==> src/rtl/ama_riscv_fetch_pkg.sv <==
// Shared definitions for the fetch stage: state encodings, NOP constant,
// instruction memory address width and the default boot address.
package ama_riscv_fetch_pkg;

    typedef enum logic [1:0] {
        ST_BOOT  = 2'd0,
        ST_RUN   = 2'd1,
        ST_HALT  = 2'd2,
        ST_FAULT = 2'd3
    } fetch_state_t;

    localparam int unsigned IMEM_AW      = 14;
    localparam logic [31:0] NOP          = 32'h0000_0013;
    localparam logic [31:0] RESET_PC_DEF = 32'h0000_0000;

    function automatic logic is_word_aligned(input logic [31:0] addr);
        return (addr[1:0] == 2'b00);
    endfunction

endpackage

==> src/rtl/ama_riscv_fetch.sv <==
// Instruction fetch stage: issues word addresses to a synchronous-read IMEM,
// presents instructions to decode with a valid/ready handshake and handles redirects.
module ama_riscv_fetch
    import ama_riscv_fetch_pkg::*;
#(
    parameter logic [31:0] RESET_PC = RESET_PC_DEF
) (
    input  logic               clk,
    input  logic               rst_n,
    output logic [IMEM_AW-1:0] imem_addrb,
    input  logic [31:0]        imem_doutb,
    input  logic               redirect_i,
    input  logic [31:0]        redirect_pc_i,
    input  logic               halt_i,
    output logic [31:0]        inst_o,
    output logic [31:0]        pc_o,
    output logic               valid_o,
    input  logic               ready_i,
    output logic               misalign_o,
    output logic [31:0]        fetch_cnt_o
);

    fetch_state_t state_q, state_d;
    logic [31:0]  pc_q, nxt_pc;
    logic         vld_q, vld_d;
    logic [31:0]  cnt_q, cnt_d;
    logic         accept;

    // A redirect in the same cycle kills the instruction currently on the output.
    assign valid_o     = vld_q & (state_q == ST_RUN) & ~redirect_i;
    assign accept      = valid_o & ready_i;
    assign inst_o      = valid_o ? imem_doutb : NOP;
    assign pc_o        = pc_q;
    assign misalign_o  = (state_q == ST_FAULT);
    assign fetch_cnt_o = cnt_q;
    assign imem_addrb  = nxt_pc[IMEM_AW+1:2];

    always_comb begin
        state_d = state_q;
        nxt_pc  = pc_q;
        vld_d   = vld_q;
        cnt_d   = cnt_q;

        case (state_q)
            ST_BOOT: begin
                state_d = ST_RUN;
                vld_d   = 1'b1;
            end
            ST_RUN: begin
                if (redirect_i) begin
                    if (is_word_aligned(redirect_pc_i)) begin
                        nxt_pc = redirect_pc_i;
                        vld_d  = 1'b1;
                    end else begin
                        state_d = ST_FAULT;
                        vld_d   = 1'b0;
                    end
                end else if (halt_i) begin
                    state_d = ST_HALT;
                    vld_d   = 1'b0;
                end else if (accept) begin
                    nxt_pc = pc_q + 32'd4;
                end
            end
            ST_HALT, ST_FAULT: begin
                if (redirect_i) begin
                    if (is_word_aligned(redirect_pc_i)) begin
                        state_d = ST_RUN;
                        nxt_pc  = redirect_pc_i;
                        vld_d   = 1'b1;
                    end else begin
                        state_d = ST_FAULT;
                        vld_d   = 1'b0;
                    end
                end
            end
            default: begin
                state_d = ST_BOOT;
                vld_d   = 1'b0;
            end
        endcase

        if (accept) begin
            cnt_d = cnt_q + 32'd1;
        end
    end

    always_ff @(posedge clk or negedge rst_n) begin
        if (!rst_n) begin
            state_q <= ST_BOOT;
            pc_q    <= RESET_PC;
            vld_q   <= 1'b0;
            cnt_q   <= 32'd0;
        end else begin
            state_q <= state_d;
            pc_q    <= nxt_pc;
            vld_q   <= vld_d;
            cnt_q   <= cnt_d;
        end
    end

endmodule

==> config.mk <==
export PLATFORM = sky130hd
export DESIGN_NAME = ama_riscv_fetch
export DESIGN_NICKNAME = d
export VERILOG_FILES = /design/src/rtl/ama_riscv_fetch_pkg.sv /design/src/rtl/ama_riscv_fetch.sv
export SDC_FILE = /design/constraint.sdc
export NUM_CORES = 1
export LEC_CHECK = 0
export ABC_CLOCK_PERIOD_IN_PS = 3210
export CORE_AREA = 10 10 112 114
export DETAILED_ROUTE_END_ITERATION = 6
export DIE_AREA = 0 0 122 124
export PLACE_DENSITY = 0.81
export SLEW_MARGIN = 20
export SYNTH_ARGS = -nofsm -noshare
export SYNTH_HDL_FRONTEND = slang
export SYNTH_SLANG_ARGS = --single-unit
==> constraint.sdc <==
create_clock -name clk -period 3.21 [get_ports clk]
set_input_delay 0.642 -clock clk [delete_from_list [all_inputs] [get_ports clk]]
set_output_delay 0.642 -clock clk [all_outputs]
set_load 0.01 [all_outputs]
### Yosys cells after proc, flatten, opt, wreduce, memory -nomap -nowiden

Index checks and enable logic that the tools add are counted.

| cells by class | value |
|---|---|
| muxes and demuxes | 18 |
| bitwise gates (word level) | 4 |
| reductions and logical operators | 7 |
| eq/ne operators | 8 |
| $add $sub $neg | 2 |

Operator list:

| kind | number |
|---|---|
| 32-bit 2-to-1 mux | 6 |
| 32-bit case mux with 2 select lines | 1 |
| 32-bit by 1-bit adder with 32-bit output, second input constant | 1 |
| 32-bit by 3-bit adder with 32-bit output, second input constant | 1 |
| 3-bit inequality test, second input constant | 4 |
| 2-bit 2-to-1 mux | 5 |
| 2-bit case mux with 3 select lines | 1 |
| 2-bit equality test, second input constant | 2 |
| 2-bit logical NOT | 2 |
| 1-bit 2-to-1 mux | 4 |
| 4-bit AND reduction | 1 |
| 1-bit bitwise AND | 3 |
| 1-bit case mux with 3 select lines | 1 |
| 3-bit AND reduction | 1 |
| 2-bit by 1-bit equality test with 1-bit output, second input constant | 1 |
| 2-bit inequality test, second input constant | 1 |
| 2-bit AND reduction | 1 |
| 2-bit nonzero test | 1 |
| 2-bit OR reduction | 1 |
| 1-bit NOT | 1 |

| word-level totals | value |
|---|---|
| output and inout bits | 112 |
| register bits after elaboration | 67 |
| bits of input ports | 69 |
| logic and storage cells | 44 |

### Logic depth before layout (Yosys ltp)

| logic depth | value |
|---|---|
| depth after elaboration | 8 |
| gate-level depth with buffers | 9 |
| mapped depth without buffers | 6 |

### Worst setup path after synthesis

No wires, ideal clock.

| timing | value |
|---|---|
| kind | input-to-output |
| start | input redirect_i |
| end | output imem_addrb[0] |
| buffers on the path | 3 |
| stages on the path | 8 |
| path slack | 0.625 ns |
| data arrival time | 1.943 ns |
| data required time | 2.568 ns |
| path through | and4bb_1 buf_6 and2_1 buf_4 a211oi_1 a21oi_1 a221oi_1 buf_4 |

| between the ends | value |
|---|---|
| longest elaborated chain between the ends | 7 |
| elaborated cells on any way between the ends | 8 |
| those cells by class | 5 x mux; 3 x bitwise |

RTL lines:

| what | RTL line | RTL |
|---|---|---|
| start: declaration | ama_riscv_fetch.sv:12 | `input logic redirect_i,` |
| 1-bit NOT | ama_riscv_fetch.sv:30 | `assign valid_o = vld_q & (state_q == ST_RUN) & ~redirect_i;` |
| 1-bit bitwise AND | ama_riscv_fetch.sv:30 |  |
| 1-bit bitwise AND | ama_riscv_fetch.sv:31 | `assign accept = valid_o & ready_i;` |
| 32-bit 2-to-1 mux | ama_riscv_fetch.sv:61 | `end else if (accept) begin` |
| 32-bit 2-to-1 mux | ama_riscv_fetch.sv:58 | `end else if (halt_i) begin` |
| 32-bit 2-to-1 mux | ama_riscv_fetch.sv:50 | `if (redirect_i) begin` |
| 32-bit case mux with 2 select lines (*) | ama_riscv_fetch.sv:44 | `case (state_q)` |
| end: declaration | ama_riscv_fetch.sv:10 | `output logic [IMEM_AW-1:0] imem_addrb,` |

Mark *: on every way between the ends. The rest lies on a longest branch, timed or not. The select of a mux whose other input is x is not followed.

### Worst setup path after layout

| timing | value |
|---|---|
| start | input ready_i |
| end | output imem_addrb[11] |

| between the ends | value |
|---|---|
| longest elaborated chain between the ends | 5 |

RTL lines:

| what | RTL line | RTL |
|---|---|---|
| start: declaration | ama_riscv_fetch.sv:18 | `input logic ready_i,` |
| 1-bit bitwise AND | ama_riscv_fetch.sv:31 |  |
| 32-bit 2-to-1 mux | ama_riscv_fetch.sv:61 |  |
| 32-bit 2-to-1 mux | ama_riscv_fetch.sv:58 |  |
| 32-bit 2-to-1 mux | ama_riscv_fetch.sv:50 |  |
| 32-bit case mux with 2 select lines | ama_riscv_fetch.sv:44 |  |

Every way passes these cells. The select of a mux whose other input is x is not followed.

==> results.json <==
{
  "status": "finished clean",
  "syn_area_per_cell_um2": 8.590,
  "reg2regPathDepth": 7,
  "finish.utilization": 0.6631,
  "routed-via-count": 4688,
  "ctsHtreeMaxLevel": 3,
  "wl_per_cell_um": 18.19,
  "pin_count": 181,
  "path_clk_slew_ns": 0.07,
  "grt_use_met3": 0.07330,
  "grt_pass1_wl_um": 24700,
  "hold_class": "in2async",
  "irDropWorstVdd_uv": 182.3,
  "cts_root_buffer": "clkbuf_8",
  "hpwl_um": 11850,
  "path_max_fanout": 3,
  "setup_violations": 0,
  "route.detailed.drc": 0,
  "syn-cell-area_mm2": 0.004476,
  "synth_edf_count": 0,
  "place_area_mm2": 0.006506,
  "cts_hold_buf": 0,
  "clock.fmax_mhz": 324.6,
  "drv_slew": 0,
  "use_met1": 0.2174,
  "gr-max-usage-layer": "met2",
  "p_leak_uw": 0.002965,
  "crit_arrival_ns": 2.44,
  "tightest_slew_ns": 0.5793,
  "critPathCaptureType": "output pin",
  "cts.sinks": 67,
  "dr.pass1.iters": 5,
  "port_buffers": 180,
  "clock_skew_ns": 0.007089,
  "yosysSeqAreaShare": 0.3746,
  "mostFrequentLayoutCell": "clkdlybuf4s50_1",
  "cts_made_buffers": 9,
  "relSlewSlack": 0.6138,
  "path_class": "in2out",
  "powerDensity_mw_per_mm2": 365.4,
  "worstSkewPairLatency_ns": 0.36,
  "startpoint": "ready_i",
  "wirelength_um": 15460,
  "ys_seq_elements": 67,
  "grt_usage": 0.2020,
  "rows": 37,
  "post-route-period-util": 0.9597,
  "r2r_end": "fetch_cnt_o[22]",
  "initial_utilization": 0.4374,
  "critPathCapture": "imem_addrb[11]",
  "cts_tree": "done",
  "drtAntennaViolNets": 0,
  "fin_crit_ns": 3.081,
  "async_flop_share": 1.000,
  "antenna_found_initial": 0,
  "final_cell_mix": "clkdlybuf4s50_1 (154), dfrtp_1 (67), nand2_1 (63)",
  "r2r_setup_slack_ns": 1.23,
  "drive_gt1_frac": 0.1345,
  "synthToLayoutAreaGrowth_pct": 51.58,
  "die_w_um": 122,
  "antenna_cells": 0,
  "die_area_mm2": 0.01513,
  "layout.nets": 781,
  "first_iter_violations": 427,
  "grt_max_degree": 45,
  "via_per_inst": 5.515,
  "syn_inst": 521,
  "cp-start-kind": "input port",
  "r2r_start": "state_q[1]",
  "required_ns": 2.57,
  "cts_buffer_depth": 2,
  "routabilityCongestion": 0.8723,
  "synth_cell_types": 59,
  "final_area_mm2": 0.006784,
  "die_h_um": 124,
  "grt.met2_usage": 0.3462,
  "gr-total-overflow": 0,
  "yosysWarnings": 0,
  "coreArea_mm2": 0.01023,
  "synth_flop_cell": "dfrtp_1",
  "drv_cap": 0,
  "syn_nets": 592,
  "hold_violations": 0,
  "grt_pass1_vias": 4930
}
## registers in the layout (all words and copies together) (netlist names)
| signal | count |
|---|---|
| fetch_cnt_o | 32 |
| pc_o | 32 |
| state_q | 2 |
| vld_q | 1 |
## worst max-delay path, cell delays in order
cell and delay (ns):
clkdlybuf4s50_1 0.47, nor2b_1 0.14, buf_4 0.14, nand4_1 0.12, buf_4 0.17, buf_4 0.12, nor3_2 0.20, xnor2_1 0.09
o21ai_1 0.17, buf_2 0.16
## layer usage
metal  routed length [µm]  up-vias  part of all wire
met5                    0        -                 0
met4                  508        0             0.033
met3                 1564       35              0.10
met2                 7754      206              0.50
met1                 5631     2233              0.36
li1                     -     2214                 -
## kinds of logic (layout without fill, tap and decap cells)
group	after synthesis	after routing	share of synthesized area
compound gates	117	117	0.1644
xor+xnor	49	49	0.09589
fa+ha+maj	2	2	0.005590
buf+inv	58	251	0.06626
flops	67	67	0.3746
mux	5	5	0.01202
simple gates	223	223	0.2812
## worst min path at each step
| stage | start | endpoint | slack [ns] | cells past startpoint |
|---|---|---|---|---|
| 6_report | rst_n | fetch_cnt_o[15] | 0.29 | 1 |
| 3_3_place_gp | fetch_cnt_o[31] | fetch_cnt_o[31] | 0.46 | 1 |
| 5_1_grt | rst_n | fetch_cnt_o[27] | 0.32 | 1 |
| 4_1_cts | rst_n | fetch_cnt_o[15] | 0.48 | 1 |
| 3_5_place_dp | fetch_cnt_o[31] | fetch_cnt_o[31] | 0.47 | 1 |
| 2_1_floorplan | rst_n | fetch_cnt_o[0] | 0.35 | 0 |
## synth_stat cells (3+ instances only)
library cell	number	share of area
o31a_1	4	0.0078
a22o_1	11	0.022
nor3_1	10	0.011
buf_4	16	0.027
a22oi_1	10	0.017
and3_1	6	0.0084
nor2b_1	6	0.0084
or2_2	3	0.0042
nand4_1	16	0.022
buf_2	8	0.0089
or3_1	3	0.0042
dfrtp_1	67	0.37
o21ai_0	41	0.046
mux2_2	3	0.0075
nor4_1	3	0.0042
a31oi_1	8	0.011
a21oi_1	17	0.019
and2_1	37	0.052
a32oi_1	3	0.0059
and4_1	9	0.018
clkbuf_1	22	0.018
nor2_1	17	0.014
xor2_1	13	0.025
nand3_1	30	0.034
xnor2_1	36	0.070
inv_1	10	0.0084
nand2b_1	4	0.0056
o21ai_1	8	0.0089
nand2_1	63	0.053
## power breakdown
part,internal [µW],switching [µW],total [µW]
logic,417,367,784
registers,918,119,1040
clock network,320,338,657
total,1650,824,2480
## through the flow
| step | setup TNS [ns] | setup slack (ns) | hold slack (ns) | std cells | total power, µW |
|---|---|---|---|---|---|
| floorplan | 0 | 0.6250 | 0.3464 | 521 | 1421 |
| global placement | -3.355 | -0.3189 | 0.4607 | 830 | 1824 |
| detailed placement | -4.854 | -0.3363 | 0.4750 | 830 | 1846 |
| CTS | -0.04696 | -0.04696 | 0.4850 | 848 | 2481 |
| global route | -0.007063 | -0.007063 | 0.3158 | 850 | 2627 |
| finish | 0 | 0.1292 | 0.2911 | 850 | 2479 |
## what timing repair did
item | in CTS | in global routing
buffers inserted | 3 | 2
setup endpoints to repair | 43 | 39
resized for setup | 26 | 39
pin swaps | 3 | 3
## final cells by class
type / instances / area (µm²)
repair buffers: 226 / 2162
clock buffers: 12 / 155.1
fillers: 855 / 3447
flip-flops and latches: 67 / 1677
clock inverters: 3 / 23.77
inverters: 10 / 37.54
well taps: 136 / 170.2
multi-input cells: 396 / 2559
Note: power is estimated with default switching activity, not from simulation.
